===== config.mk =====
export PLATFORM = sky130hd
export DESIGN_NAME = seg7_scan_decoder
export DESIGN_NICKNAME = d
export VERILOG_FILES = /design/src/rtl/seg7_pkg.sv /design/src/rtl/seg7_pattern_decode.sv /design/src/rtl/seg7_scan_decoder.sv
export SDC_FILE = /design/constraint.sdc
export NUM_CORES = 1
export LEC_CHECK = 0
export ABC_CLOCK_PERIOD_IN_PS = 3800
export BUFFER_PORTS_ARGS = -buffer_cell sky130_fd_sc_hd__buf_2
export CORE_MARGIN = 2
export CORE_UTILIZATION = 25
export CTS_CLUSTER_DIAMETER = 60
export DETAILED_ROUTE_END_ITERATION = 6
export PLACE_DENSITY_LB_ADDON = 0.15
export SYNTH_ARGS = -nofsm -noshare
export SYNTH_HDL_FRONTEND = slang
export SYNTH_SLANG_ARGS = --single-unit
export TNS_END_PERCENT = 50

===== constraint.sdc =====
create_clock -name clk -period 3.8 [get_ports clk]
set_input_delay 0.57 -clock clk [delete_from_list [all_inputs] [get_ports clk]]
set_output_delay 0.57 -clock clk [all_outputs]
set_load 0.03 [all_outputs]

===== src/rtl/seg7_pkg.sv =====
// ---------------------------------------------------------------------------
// seg7_pkg : shared 7-segment pattern constants and scan-decoder FSM encoding
// Rev 1.0
// ---------------------------------------------------------------------------
`default_nettype none

package seg7_pkg;

    // Active-low segment patterns, bit0 = a ... bit6 = g
    localparam logic [6:0] SEG_0     = 7'h40;
    localparam logic [6:0] SEG_1     = 7'h79;
    localparam logic [6:0] SEG_2     = 7'h24;
    localparam logic [6:0] SEG_3     = 7'h30;
    localparam logic [6:0] SEG_4     = 7'h19;
    localparam logic [6:0] SEG_5     = 7'h12;
    localparam logic [6:0] SEG_6     = 7'h02;
    localparam logic [6:0] SEG_7     = 7'h78;
    localparam logic [6:0] SEG_8     = 7'h00;
    localparam logic [6:0] SEG_9     = 7'h10;
    localparam logic [6:0] SEG_A     = 7'h08;
    localparam logic [6:0] SEG_B     = 7'h03;
    localparam logic [6:0] SEG_C     = 7'h46;
    localparam logic [6:0] SEG_D     = 7'h21;
    localparam logic [6:0] SEG_E     = 7'h06;
    localparam logic [6:0] SEG_F     = 7'h0E;
    localparam logic [6:0] SEG_BLANK = 7'h7F;

    localparam logic [0:0] HUNT    = 1'b0;
    localparam logic [0:0] COLLECT = 1'b1;

    typedef logic [0:0] scan_state_t;
    typedef logic [2:0] digit_idx_t;

endpackage

`default_nettype wire


===== src/rtl/seg7_pattern_decode.sv =====
// ---------------------------------------------------------------------------
// seg7_pattern_decode : active-low 7-segment pattern -> {valid, nibble}
// Rev 1.0
// ---------------------------------------------------------------------------
`default_nettype none

module seg7_pattern_decode
    import seg7_pkg::*;
(
    input  logic [6:0] pattern,
    output logic       valid,
    output logic [3:0] nibble
);

    always_comb begin
        valid  = 1'b1;
        nibble = 4'h0;
        case (pattern)
            SEG_0:   nibble = 4'h0;
            SEG_1:   nibble = 4'h1;
            SEG_2:   nibble = 4'h2;
            SEG_3:   nibble = 4'h3;
            SEG_4:   nibble = 4'h4;
            SEG_5:   nibble = 4'h5;
            SEG_6:   nibble = 4'h6;
            SEG_7:   nibble = 4'h7;
            SEG_8:   nibble = 4'h8;
            SEG_9:   nibble = 4'h9;
            SEG_A:   nibble = 4'hA;
            SEG_B:   nibble = 4'hB;
            SEG_C:   nibble = 4'hC;
            SEG_D:   nibble = 4'hD;
            SEG_E:   nibble = 4'hE;
            SEG_F:   nibble = 4'hF;
            default: valid  = 1'b0;
        endcase
    end

endmodule

`default_nettype wire


===== src/rtl/seg7_scan_decoder.sv =====
// ---------------------------------------------------------------------------
// seg7_scan_decoder : recovers the hex frame shown on a multiplexed display bus
// Rev 1.0
// ---------------------------------------------------------------------------
`default_nettype none

module seg7_scan_decoder
    import seg7_pkg::*;
#(
    parameter int NUM_DIGITS    = 4,
    parameter int STABLE_CYCLES = 4
)(
    input  logic                      clk,
    input  logic                      rst,
    input  logic [6:0]                seg_in,
    input  logic [NUM_DIGITS-1:0]     dig_sel,
    output logic [4*NUM_DIGITS-1:0]   value_out,
    output logic                      frame_valid,
    output logic                      frame_err,
    output logic                      seq_err
);

    localparam int         SAMPLE_W   = 7 + NUM_DIGITS;
    localparam logic [7:0] STABLE_MAX = 8'(STABLE_CYCLES);
    localparam digit_idx_t LAST_DIGIT = 3'(NUM_DIGITS - 1);

    logic [6:0]              seg_meta, seg_s;
    logic [NUM_DIGITS-1:0]   sel_meta, sel_s;
    logic [SAMPLE_W-1:0]     sample, prev_sample;
    logic [7:0]              stable_cnt;
    logic [3:0]              zero_cnt;
    logic                    sel_legal;
    digit_idx_t              sel_idx;
    logic                    capture;
    logic                    accept;
    logic                    pat_valid;
    logic [3:0]              pat_nibble;

    scan_state_t             state;
    digit_idx_t              expected;
    logic [4*NUM_DIGITS-1:0] digit_buf;
    logic                    bad;
    logic                    frame_done;

    // Synchronizers idle at all-ones: blank segments, no digit selected
    always_ff @(posedge clk or posedge rst) begin
        if (rst) begin
            seg_meta <= '1;
            seg_s    <= '1;
            sel_meta <= '1;
            sel_s    <= '1;
        end else begin
            seg_meta <= seg_in;
            seg_s    <= seg_meta;
            sel_meta <= dig_sel;
            sel_s    <= sel_meta;
        end
    end

    assign sample = {sel_s, seg_s};

    always_comb begin
        zero_cnt = 4'd0;
        sel_idx  = 3'd0;
        for (int i = 0; i < NUM_DIGITS; i++) begin
            if (!sel_s[i]) begin
                zero_cnt = zero_cnt + 4'd1;
                sel_idx  = 3'(i);
            end
        end
        sel_legal = (zero_cnt == 4'd1);
    end

    always_ff @(posedge clk or posedge rst) begin
        if (rst) begin
            prev_sample <= '1;
            stable_cnt  <= 8'd0;
        end else begin
            prev_sample <= sample;
            if ((sample != prev_sample) || !sel_legal) begin
                stable_cnt <= sel_legal ? 8'd1 : 8'd0;
            end else if (stable_cnt != STABLE_MAX) begin
                stable_cnt <= stable_cnt + 8'd1;
            end
        end
    end

    // Fires only on the step into saturation, so one capture per stable run
    assign capture = sel_legal && (sample == prev_sample)
                     && (stable_cnt == STABLE_MAX - 8'd1);

    seg7_pattern_decode u_decode (
        .pattern (seg_s),
        .valid   (pat_valid),
        .nibble  (pat_nibble)
    );

    always_comb begin
        accept = 1'b0;
        if (capture) begin
            if (sel_idx == 3'd0) begin
                accept = 1'b1;
            end else if ((state == COLLECT) && (sel_idx == expected)) begin
                accept = 1'b1;
            end
        end
    end

    always_ff @(posedge clk or posedge rst) begin
        if (rst) begin
            state       <= HUNT;
            expected    <= 3'd0;
            digit_buf   <= '0;
            bad         <= 1'b0;
            frame_done  <= 1'b0;
            value_out   <= '0;
            frame_valid <= 1'b0;
            frame_err   <= 1'b0;
            seq_err     <= 1'b0;
        end else begin
            frame_done  <= 1'b0;
            frame_valid <= 1'b0;
            frame_err   <= 1'b0;
            seq_err     <= 1'b0;

            if (frame_done) begin
                if (!bad) begin
                    value_out   <= digit_buf;
                    frame_valid <= 1'b1;
                end else begin
                    frame_err <= 1'b1;
                end
            end

            if (accept) begin
                for (int i = 0; i < NUM_DIGITS; i++) begin
                    if (sel_idx == 3'(i)) begin
                        digit_buf[4*i +: 4] <= pat_nibble;
                    end
                end
            end

            if (capture) begin
                if (sel_idx == 3'd0) begin
                    bad      <= !pat_valid;
                    expected <= 3'd1;
                    if (state == COLLECT) begin
                        seq_err <= 1'b1;
                    end
                    if (NUM_DIGITS == 1) begin
                        frame_done <= 1'b1;
                        state      <= HUNT;
                    end else begin
                        state <= COLLECT;
                    end
                end else if (state == COLLECT) begin
                    if (sel_idx == expected) begin
                        bad      <= bad | !pat_valid;
                        expected <= expected + 3'd1;
                        if (sel_idx == LAST_DIGIT) begin
                            frame_done <= 1'b1;
                            state      <= HUNT;
                        end
                    end else begin
                        seq_err <= 1'b1;
                        state   <= HUNT;
                    end
                end
            end
        end
    end

endmodule

`default_nettype wire


# After elaboration in Yosys (flattened, before gate mapping)
# Cells that the tools add are included.
totals:
  rom_bits: 0
  ramBits: 0
  wordCells: 106
  input_bits: 13
  n_memories: 0
  out_inout_bits: 19
  regBits: 82
  latchBits: 0
classes:
  n_shift: 0
  eq_ne: 24
  reduce_logical: 18
  mul: 0
  bitwise_logic: 2
  muxes: 39
  magnitude_cmp: 0
  div_mod_pow: 0
  addsub: 5
op_table:
  columns: ["cell", "count"]
  rows:
  - ["$pmux W4 S15", 1]
  - ["$eq A7 B7 Y1 const B", 4]
  - ["$mux W1", 28]
  - ["$eq A7 B5 Y1 const B", 3]
  - ["$eq A7 B6 Y1 const B", 3]
  - ["$mux W8", 2]
  - ["$reduce_or A16 Y1", 1]
  - ["$mux W3", 5]
  - ["$eq A7 B2 Y1 const B", 2]
  - ["$eq A7 B4 Y1 const B", 2]
  - ["$add A4 B1 Y4 const B", 3]
  - ["$mux W4", 3]
  - ["$eq A11 B11 Y1", 1]
  - ["$ne A11 B11 Y1", 1]
  - ["$reduce_and A2 Y1", 5]
  - ["$add A8 B1 Y8 const B", 1]
  - ["$eq A8 B2 Y1 const B", 1]
  - ["$ne A8 B3 Y1 const B", 1]
  - ["$eq A7 B3 Y1 const B", 1]
  - ["$logic_not A7 Y1", 1]
  - ["$eq A3 B2 Y1 const B", 2]
  - ["$reduce_bool A2 Y1", 3]
  - ["$eq A4 B1 Y1 const B", 1]
  - ["$add A3 B1 Y3 const B", 1]
  - ["9 further kinds", 12]

# Longest topological paths before layout
# Gate-level depths: netlist of the first run.
depth:
  depth_word: 12
  depth_mapped: 12
  depth_no_buf: 10

# Modules after synthesis
# Synthesis of the first run repeated with hierarchy kept, for this count alone.
hier_totals:
  hier_cells: 280
  hier_area_um2: 3564.7
modules_own_cells:
  columns: ["module", "seq_area_each_um2", "area_per_inst_um2", "n_inst", "cells_per_inst"]
  rows:
  - ["seg7_scan_decoder", 2093.3, 3200.6, 1, 224]
  - ["seg7_pattern_decode", 0.0, 364.1, 1, 56]

# Worst setup path after synthesis of the first run
# OpenSTA, ideal clock, no wires.
synth_path:
  kind: "reg-to-reg"
  from: "reg sel_s[1]"
  to: "reg digit_buf[12]"
  arrival_time_ns: 2.838
  slack_ns: 0.837
  path_buffers: 1
  synth_period_minus_slack_ns: 2.963
  path_stages_with_launch: 11
  t_required_ns: 3.675
  setup_ns: 0.125
  path_cell_list: "dfstp_2 inv_1 ha_1 xnor2_1 ha_1 xnor2_1 a31oi_1 o32a_1 buf_2 nor4_4 mux2_2"
synth_via:
  elab_chain_cells: 10
  word_cells_on_any_way: 20
  cone_classes: "2 x add/sub; 4 x eq/ne; 9 x mux; 5 x reduce/logical"
synth_rtl:
  columns: ["item", "line_no", "rtl"]
  rows:
  - ["from (decl)", "seg7_scan_decoder.sv:28", "logic [NUM_DIGITS-1:0] sel_meta, sel_s;"]
  - ["from (signal assigned)", "seg7_scan_decoder.sv:56", "sel_s <= sel_meta;"]
  - ["$mux W4", "seg7_scan_decoder.sv:66", "if (!sel_s[i]) begin"]
  - ["$add A4 B1 Y4", "seg7_scan_decoder.sv:67", "zero_cnt = zero_cnt + 4'd1;"]
  - ["$mux W4", "seg7_scan_decoder.sv:66", null]
  - ["$add A4 B1 Y4", "seg7_scan_decoder.sv:67", null]
  - ["$mux W4", "seg7_scan_decoder.sv:66", null]
  - ["$eq A4 B1 Y1", "seg7_scan_decoder.sv:71", "sel_legal = (zero_cnt == 4'd1);"]
  - ["$logic_and A1 B1 Y1", "seg7_scan_decoder.sv:89", "assign capture = sel_legal && (sample == prev_sample)"]
  - ["$logic_and A1 B1 Y1", "seg7_scan_decoder.sv:90", "&& (stable_cnt == STABLE_MAX - 8'd1);"]
  - ["$mux W1", "seg7_scan_decoder.sv:100", "if (capture) begin"]
  - ["$reduce_and A2 Y1 (no line) *", null, null]
  - ["to (signal, indexed assignment)", "seg7_scan_decoder.sv:138", "digit_buf[4*i +: 4] <= pat_nibble;"]
  - ["to (decl)", "seg7_scan_decoder.sv:41", "logic [4*NUM_DIGITS-1:0] digit_buf;"]
# Every way passes the cells marked *; elsewhere a longest branch is shown, timed or not.
# A chain may end at the register's enable or synchronous reset.

# Final worst setup path of the first run
# Same ends and word-level chain as after synthesis.

==> results.cfg, run 1 <==
[clocking]
cts_made_buffers = 9
postCtsResizedCells = 0
clock_latency_ps = 340
cts.sinks = 82
cts-root-buf = clkbuf_16
holdBufCountCts = 0
clk_pin_slew_worst_paths_ps = 60
h-tree-depth = 3
cts_tree = yes
clock_tree.buffer_depth = 2
post-cts-setup-buffers = 0

[worst_hold_path]
min-delay-start = seg_in[6]
hp-class = primary input to register
min_path_cells = 1
hold-path-endpoint = seg_meta[6]

[layout]
fin_util_pct = 30.4
syn2layout_area_growth_pct = 17.6
drive_gt1_share_pct = 40.4
num_antenna_cells = 0
layout_common_cells = 49 x dfrtp_1, 33 x dfstp_2, 32 x mux2_2
finalNetCount = 333
layout_commonest_cell = dfrtp_1

[die]
core_um2 = 14000
die_area_um2 = 15500
die-height_um = 124
start_util_pct = 25.9
chipWidth_um = 124
io_pins = 32
rows = 43

[grt]
antenna_found_initial = 0
grt_overflow = 0
grt_pass1_wl_um = 11400
grt_use_met1_pct = 12.3
grt_util_all_layers_pct = 9.19
grt_max_degree = 60
busiest_layer = met2
grt_util_met3_pct = 3.09
use_met2_pct = 13.4
grt_pass1_vias = 2261

[power]
fin_total_pwr_mw = 1.89
leakage_nw = 1.92
vdd_drop_max_uv = 248
powerDensity_nw_per_um2 = 445

[yosys]
async_flop_share_pct = 100
syn_avg_cell_area_um2 = 12.7
synth-edff-count = 0
ys_ff_latch = 82
syn-num-nets = 304
yosys_warnings = 0
netlist_area_um2 = 3620
yosys_most_used_dff = dfrtp_1
ys_types = 50
syn_inst = 285
yosysSeqAreaShare_pct = 57.8

[status]
status = finished, final reports clean

[setup_path]
reg2reg_depth = 9
r2r-start = sel_s[1]
critPathArrivalTime_ps = 3420
critPathCaptureType = register
worstPathMaxFanout = 13
startpoint_type = register
worst-setup-path-type = register to register
required_ps = 4020
ff2ff_setup_slack_ps = 600
r2r_end = digit_buf[12]

[place]
place_congestion = 0.802
numPortBuffers = 31
dp_hpwl_um = 4490

[routing]
routed_via_density = 4.44
vias = 2216
dr.pass1.iters = 4
drtAntennaViolNets = 0
drc_errors = 0
routedWlPerCell_um = 13.1
drt-initial-drc-count = 102
drt_wl_total_um = 6560

[sta]
skew_ps = 6.74
setup_tns_ps = 0
fin_crit_ps = 3200
period_share_pct = 84.1
finalMaxSlewViolations = 0
tightest_slew_ps = 1020
hold_viol = 0
maxSlewHeadroom_pct = 31.8
final-setup-viol-count = 0
timing.fmax_ghz = 0.313
rsz0062_at_grt = false

[flow_run]
maxCapViolCount = 0
synth_stat cells, drive strengths merged (2+ instances only):
cell | instances | share of area (%)
a21oi | 7 | 0.97
a31oi | 3 | 0.52
and3 | 7 | 1.2
and4b | 2 | 0.55
buf | 6 | 0.86
clkbuf | 9 | 0.93
dfrtp | 49 | 34
dfstp | 33 | 24
ha | 6 | 2.1
inv | 13 | 1.3
mux2 | 32 | 10
mux2i | 2 | 0.55
nand2 | 10 | 1.0
nand2b | 2 | 0.35
nand3 | 5 | 0.69
nand4 | 6 | 1.0
nor2 | 18 | 1.9
nor2b | 2 | 0.35
nor3 | 6 | 1.1
nor3b | 3 | 0.62
nor4 | 7 | 2.5
nor4b | 3 | 1.1
o21ai | 7 | 0.97
o31ai | 3 | 0.62
or2 | 2 | 0.35
or3 | 2 | 0.35
or3b | 2 | 0.48
or4 | 4 | 1.0
xnor2 | 14 | 3.4
xor2 | 7 | 1.7
how the worst max path moves through the flow:
stage	startpoint	end	slack (ps)	cells past startpoint
2_1_floorplan	sel_s[1]	digit_buf[12]	840	10
3_3_place_gp	sel_s[1]	digit_buf[14]	670	9
3_5_place_dp	sel_s[1]	digit_buf[14]	590	9
4_1_cts	sel_s[1]	digit_buf[12]	570	9
5_1_grt	sel_s[1]	digit_buf[3]	470	9
6_report	sel_s[1]	digit_buf[12]	600	9
routing by layer:
layer	vias up	wire [um]
met1	1093	3230
met4	0	102
met5	-	0
li1	1068	-
met3	7	282
met2	48	2940
worst max-delay path: stages (launching register included):
cell     delay (ps)
dfstp_2         600
inv_1            60
ha_1            320
xnor2_1         230
ha_1            220
xnor2_1         120
a31oi_1         100
o32a_1          540
nor4_4          520
mux2_2          380
state kept, by name (all words and copies together), names as in the netlist:
| name | flops |
|---|---|
| seg_meta | 7 |
| state | 1 |
| sel_s | 4 |
| stable_cnt | 8 |
| bad | 1 |
| frame_done | 1 |
| expected | 3 |
| frame_valid | 1 |
| value_out | 16 |
| digit_buf | 16 |
| frame_err | 1 |
| seq_err | 1 |
| prev_sample | 11 |
| sel_meta | 4 |
| seg_s | 7 |
through the flow:
step                      instances  hold WS, ps  worst slack, ps  instance area, um2
after global placement          483          346              671                3950
after floorplan                 285          345              837                3620
final                           499          332              602                4260
after CTS                       499          311              569                4260
after detailed placement        483          347              591                3950
after global routing            499          310              468                4260
cell type report:
cell class                 count  area, um2
multi-input combinational    175       1410
clock buffer                  10        239
inverter                      13       50.0
timing repair buffer          33        170
tap                          180        225
clock inverter                 6       66.3
fill                        1433       9730
sequential                    82       2090
power by group:
group / total [mW] / leakage, nW / switching (mW) / internal, mW
clock network: 0.873 / 0.152 / 0.346 / 0.527
logic: 0.0875 / 0.741 / 0.0533 / 0.0342
registers: 0.933 / 1.03 / 0.0256 / 0.908
cell families (layout without fill, tap and decap cells):
group | Yosys count | in the layout | synth area share (%)
and+or+nand+nor | 85 | 85 | 16.1
DFF | 82 | 82 | 57.8
muxes | 34 | 34 | 10.5
AOI/OAI and AO/OA | 29 | 29 | 5.29
buffers and inverters | 28 | 62 | 3.14
xor gates and xnor gates | 21 | 21 | 5.08
adders and majority gates | 6 | 6 | 2.07
Power figures use the tool's default switching activity.
==> inputs of run 2 (changes only) <==
--- a/config.mk
+++ b/config.mk
@@ -5,7 +5,7 @@
 export SDC_FILE = /design/constraint.sdc
 export NUM_CORES = 1
 export LEC_CHECK = 0
-export ABC_CLOCK_PERIOD_IN_PS = 3800
+export ABC_CLOCK_PERIOD_IN_PS = 3000
 export BUFFER_PORTS_ARGS = -buffer_cell sky130_fd_sc_hd__buf_2
 export CORE_MARGIN = 2
 export CORE_UTILIZATION = 25
==> constraint.sdc (replaced) <==
create_clock -name clk -period 3 [get_ports clk]
set_input_delay 0.45 -clock clk [delete_from_list [all_inputs] [get_ports clk]]
set_output_delay 0.45 -clock clk [all_outputs]
set_load 0.03 [all_outputs]
==> run 2 against run 1 <==
  * Critical path depth unchanged
  * Combinational power grew 55%
  * Clock skew hardly changed
  * Routed wire length grew 0.40%
  * Cell count is 1.8% higher
  * Setup slack worse by 420 ps
  * Sequential share of layout area is 0.74 points lower
  * Critical path type unchanged
==> results.cfg, run 2 (synthesized netlist as in run 1, its figures left out) <==
[place]
dp_hpwl_um = 4580
place_congestion = 0.807
post_dp_cell_area_um2 = 4020
numPortBuffers = 31
dp_cells = 492

[die]
start_util_pct = 25.9
die-height_um = 124
rows = 43
core_um2 = 14000
die_area_um2 = 15500
chipWidth_um = 124
io_pins = 32

[sta]
timing.fmax_ghz = 0.355
hold_viol = 0
setup_tns_ps = 0
final-setup-viol-count = 0
skew_ps = 7.13
tightest_slew_ps = 634
fin_crit_ps = 2820
period_share_pct = 94.0
maxSlewHeadroom_pct = 57.7
rsz0062_at_grt = false
finalMaxSlewViolations = 0
fin_hold_ws_ps = 177

[clocking]
cts_tree = yes
cts-root-buf = clkbuf_16
clock_tree.buffer_depth = 2
cts_made_buffers = 9
holdBufCountCts = 0
h-tree-depth = 3
cts.sinks = 82
clock_latency_ps = 330
clk_pin_slew_worst_paths_ps = 60

[status]
status = finished, final reports clean

[setup_path]
max_stage_delay_ps = 530
startpoint_type = register
r2r-start = sel_s[0]
critPathCaptureType = register
worstPathMaxFanout = 6
reg2reg_depth = 9
crit_chain = inv_1, ha_4, xnor2_2, ha_1, xnor2_1, a31oi_1, o32a_4, nor4b_4, mux2_2
worst-setup-path-type = register to register
critPathCapture = digit_buf[5]
ff2ff_setup_slack_ps = 180
critPathLaunch = sel_s[0]
critPathArrivalTime_ps = 3030
r2r_end = digit_buf[5]
required_ps = 3210
crit_slowest_cell = dfstp_2

[layout]
drive_gt1_share_pct = 42.7
layout_common_cells = 49 x dfrtp_1, 33 x dfstp_2, 32 x mux2_2
layout_commonest_cell = dfrtp_1
n_fill_cell = 1433
num_antenna_cells = 0
fin_area_um2 = 4320
syn2layout_area_growth_pct = 19.4
finalNonFillerCells = 508
fin_util_pct = 30.9
finalNetCount = 342
largestRegisters = digit_buf: 16 flops, value_out: 16 flops, prev_sample: 11 flops

[routing]
routed_via_density = 4.34
dr.pass1.iters = 4
drt_wl_total_um = 6580
drc_errors = 0
routedWlPerCell_um = 13.0
vias = 2204
drtAntennaViolNets = 0
drt-initial-drc-count = 110

[power]
leakage_nw = 1.96
powerDensity_nw_per_um2 = 532
vdd_drop_max_uv = 330

[grt]
grt_pass1_wl_um = 11800
grt_pass1_vias = 2323
grt_util_met3_pct = 2.92
grt_overflow = 0
use_met2_pct = 14.2
grt_util_all_layers_pct = 9.36
antenna_found_initial = 0
busiest_layer = met2
grt_use_met1_pct = 12.6
grt_max_degree = 38

[worst_hold_path]
hp-class = primary input to asynchronous set/reset pin

[flow_run]
maxCapViolCount = 0
## run 2: layer usage
| metal | share of wire [%] | wire [um] |
|---|---|---|
| met1 | 50 | 3280 |
| met2 | 46 | 3010 |
| met3 | 3.1 | 203 |
| met4 | 1.3 | 87 |
| met5 | 0 | 0 |
## run 2: repair_timing
item	CTS	global route
setup endpoints to repair	13	22
setup buffers	0	0
pin swaps	1	1
gates resized for setup	1	3
## run 2: final cells by class
cell class,count,area (um2),area share [%]
sequential,82,2090,48.4
inverter,13,50.0,1.16
multi-input combinational,175,1450,33.5
tap,180,225,5.21
clock inverter,6,41.3,0.955
clock buffer,10,229,5.30
timing repair buffer,42,238,5.50
## run 2: report_power, final
part | total, mW | switching, mW | internal [mW]
logic | 0.136 | 0.0764 | 0.0594
registers | 1.18 | 0.0288 | 1.15
clock network | 0.986 | 0.425 | 0.561
total | 2.30 | 0.530 | 1.77
## run 2: worst min path at each step
stage | end | startpoint | depth (start not counted) | slack [ps]
floorplan | seg_s[0] | seg_meta[0] | 0 | 350
global placement | seg_s[0] | seg_meta[0] | 0 | 350
detailed placement | seg_s[4] | seg_meta[4] | 0 | 350
CTS | value_out[9] | rst | 2 | 190
global route | seg_meta[5] | seg_in[5] | 1 | 200
finish | value_out[9] | rst | 2 | 180
## run 2: per-stage QoR
| stage | setup slack [ps] | power (mW) |
|---|---|---|
| final | 180 | 2.30 |
| after global routing | 16.4 | 2.42 |
| after CTS | 41.8 | 2.35 |
| after detailed placement | -46.5 | 1.33 |
| after global placement | 20.9 | 1.33 |
| after floorplan | 37.1 | 1.28 |
## run 2: worst max-delay path: cells and delay by family, from the launching register on
kind / cells / cell delay, ps
multiplexers: 1 / 380
buffers and inverters: 1 / 60
adder cells (fa/ha/maj): 2 / 480
AND/OR/NAND/NOR: 1 / 410
AO/OA/AOI/OAI: 2 / 550
flip-flops: 1 / 530
XOR/XNOR: 2 / 300
==> inputs of run 3 (changes only) <==
--- a/config.mk
+++ b/config.mk
@@ -8,11 +8,12 @@
 export ABC_CLOCK_PERIOD_IN_PS = 3000
 export BUFFER_PORTS_ARGS = -buffer_cell sky130_fd_sc_hd__buf_2
 export CORE_MARGIN = 2
-export CORE_UTILIZATION = 25
+export CORE_UTILIZATION = 55
 export CTS_CLUSTER_DIAMETER = 60
 export DETAILED_ROUTE_END_ITERATION = 6
 export PLACE_DENSITY_LB_ADDON = 0.15
 export SYNTH_ARGS = -nofsm -noshare
 export SYNTH_HDL_FRONTEND = slang
+export SYNTH_HIERARCHICAL = 1
 export SYNTH_SLANG_ARGS = --single-unit
 export TNS_END_PERCENT = 50
==> run 3 against run 2 <==
  * Register-to-register slack hardly changed
  * First-iteration DRC count is 11% higher
  * Clock skew is 1.3 ps higher
  * Count of clock-buffer cells in the layout stayed put
  * Non-clock buffer count is 1 higher
  * Cell count is 20% lower
  * Synthesized cell count is 1.8% lower
  * Highest routed layer unchanged
==> results.cfg, run 3 <==
[layout]
syn2layout_area_growth_pct = 14.3
layout_commonest_cell = dfrtp_1
seq_area_um2 = 2090
multi_input_area_um2 = 1360
layout_common_cells = 49 x dfrtp_1, 33 x dfstp_2, 31 x buf_2
n_fill_cell = 496
finalNetCount = 341
num_antenna_cells = 0
largestRegisters = digit_buf: 16 flops, value_out: 16 flops, prev_sample: 11 flops
drive_gt1_share_pct = 41.0
fin_util_pct = 64.5

[yosys]
syn-num-nets = 299
synthAdderAreaFrac_pct = 2.11
synth-edff-count = 0
synthMostInstantiatedCell = dfrtp_1
yosys-top-cells-count = 49 x dfrtp_1, 33 x dfstp_2, 28 x mux2_2
ys_ff_latch = 82
async_flop_share_pct = 100
synthXorXnorAreaFrac_pct = 4.91
ys_types = 51
synth-simple-area-share_pct = 13.9
yosysSeqAreaShare_pct = 58.7
syn_inst = 280
synth_top_area_cell = dfrtp_1
synth_mux_area_share_pct = 10.8
synth_top_cells_by_area = dfrtp_1 34%, dfstp_2 24%, mux2_2 8.8%, xnor2_1 2.7%, xor2_1 2.2%
synth-compound-area-share_pct = 5.76
yosys.area.top_type_share_pct = 34.4
yosys_warnings = 6
netlist_area_um2 = 3560
syn_avg_cell_area_um2 = 12.7
synth_top_family_by_area = simple AND/OR/NAND/NOR gates
yosys_most_used_dff = dfrtp_1

[die]
die_area_um2 = 7140
rows = 29
die-height_um = 84.5
core_um2 = 6310
chipWidth_um = 84.5
start_util_pct = 56.5
io_pins = 32

[sta]
final.setup.worst_slack_ps = 185
maxSlewHeadroom_pct = 41.3
tightest_slew_ps = 880
fin_hold_ws_ps = 191
hold_viol = 0
timing.fmax_ghz = 0.355
skew_ps = 8.42
final-setup-viol-count = 0
rsz0062_at_grt = false
setup_tns_ps = 0
finalMaxSlewViolations = 0
fin_crit_ps = 2820
period_share_pct = 93.8

[grt]
grt_pass1_vias = 2153
grt_max_degree = 53
grt_overflow = 0
antenna_found_initial = 0
grt_util_all_layers_pct = 18.0
grt_pass1_wl_um = 10100

[power]
leakage_nw = 1.92
vdd_drop_max_uv = 389
powerDensity_nw_per_um2 = 533

[routing]
routed_via_density = 5.55
drtAntennaViolNets = 0
vias = 2243
dr.pass1.iters = 4
drt_wl_total_um = 5900
drc_errors = 0
drt-initial-drc-count = 122
routedWlPerCell_um = 14.6

[setup_path]
cpLargestDelayFamily = adder cells
crit_slowest_cell = dfstp_2
crit_chain = inv_1, ha_1, xnor2_2, ha_1, nor3_1, a32o_2, nand4b_4, buf_4, nor4_4, buf_4, mux2_2
worst-setup-path-type = register to register
critPathArrivalTime_ps = 3050
max_stage_delay_ps = 530
worstPathMaxFanout = 5
critPathCaptureType = register
startpoint_type = register
crit_buf_inv = 3
required_ps = 3240

[place]
dp_hpwl_um = 3910
place_congestion = 0.843
place_ws_ps = 48.3
numPortBuffers = 31

[clocking]
cts.sinks = 82
clk_pin_slew_worst_paths_ps = 80
clock_tree.buffer_depth = 2
cts_made_buffers = 9
cts-root-buf = clkbuf_8
holdBufCountCts = 0
post-cts-setup-buffers = 0
clock_latency_ps = 350
cts_tree = yes
h-tree-depth = 3

[worst_hold_path]
hp-class = primary input to register

[status]
status = finished, final reports clean

[flow_run]
maxCapViolCount = 0
-- run 3: changes by cell type in the layout (fill, tap and decap cells not counted), moves of 4 or more --
cell and delta:
nand3_1 +4, mux2_4 +4, mux2_2 -4, clkbuf_16 -9, clkbuf_8 +9
-- run 3: report_power, final --
group          total (mW)  switching [mW]  internal, mW  leakage (nW)
sequential           1.17          0.0262          1.15          1.03
combinational       0.122          0.0700        0.0515         0.783
clock               0.877           0.405         0.472         0.105
total                2.17           0.501          1.67          1.92
-- run 3: area by class of cell --
| type | count | area share, % |
|---|---|---|
| Clock buffer | 10 | 3.13 |
| Sequential cell | 82 | 51.4 |
| Timing Repair Buffer | 43 | 6.32 |
| Multi-Input combinational cell | 173 | 33.4 |
| Tap cell | 77 | 2.36 |
| Clock inverter | 6 | 2.18 |
| Inverter | 13 | 1.23 |
-- run 3: through the flow --
stage          instance area, um2  power [mW]  cells
3_3_place_gp                 3830        1.31    388
4_1_cts                      4050        2.18    404
2_1_floorplan                3560        1.28    280
6_report                     4080        2.17    404
3_5_place_dp                 3830        1.31    388
5_1_grt                      4080        2.26    404
-- run 3: worst paths after layout --
kind	start	end	slack [ps]	cells after the start
setup / recovery	sel_s[0]	digit_buf[4]	180	11
hold / removal	seg_in[2]	seg_meta[2]	190	1
setup reg to reg	sel_s[0]	digit_buf[4]	180	11
hold reg to reg	seg_meta[6]	seg_s[6]	360	0
max in group asynchronous	rst	seg_s[4]	2060	3
min in group asynchronous	rst	stable_cnt[6]	250	2
-- run 3: logic make-up after synthesis --
logic type / after synthesis
buffers and inverters: 25
xor gates and xnor gates: 20
DFF: 82
and+or+nand+nor: 82
muxes: 33
adders and majority gates: 6
AOI/OAI and AO/OA: 32
-- run 3: timing repair --
action | in CTS | in global routing
endpoints found under the setup margin | 0 | 16
hold endpoints to repair | 0 | 0
gates resized for setup | 0 | 5
-- run 3: routing by layer --
metal	part of all wire, %	routed length (um)	track usage, %	up-vias
met5	0	0	0	-
met4	2.1	121	8.66	0
met3	3.5	208	4.03	12
met2	48	2830	27.1	50
met1	46	2740	24.7	1116
li1	-	-	-	1065
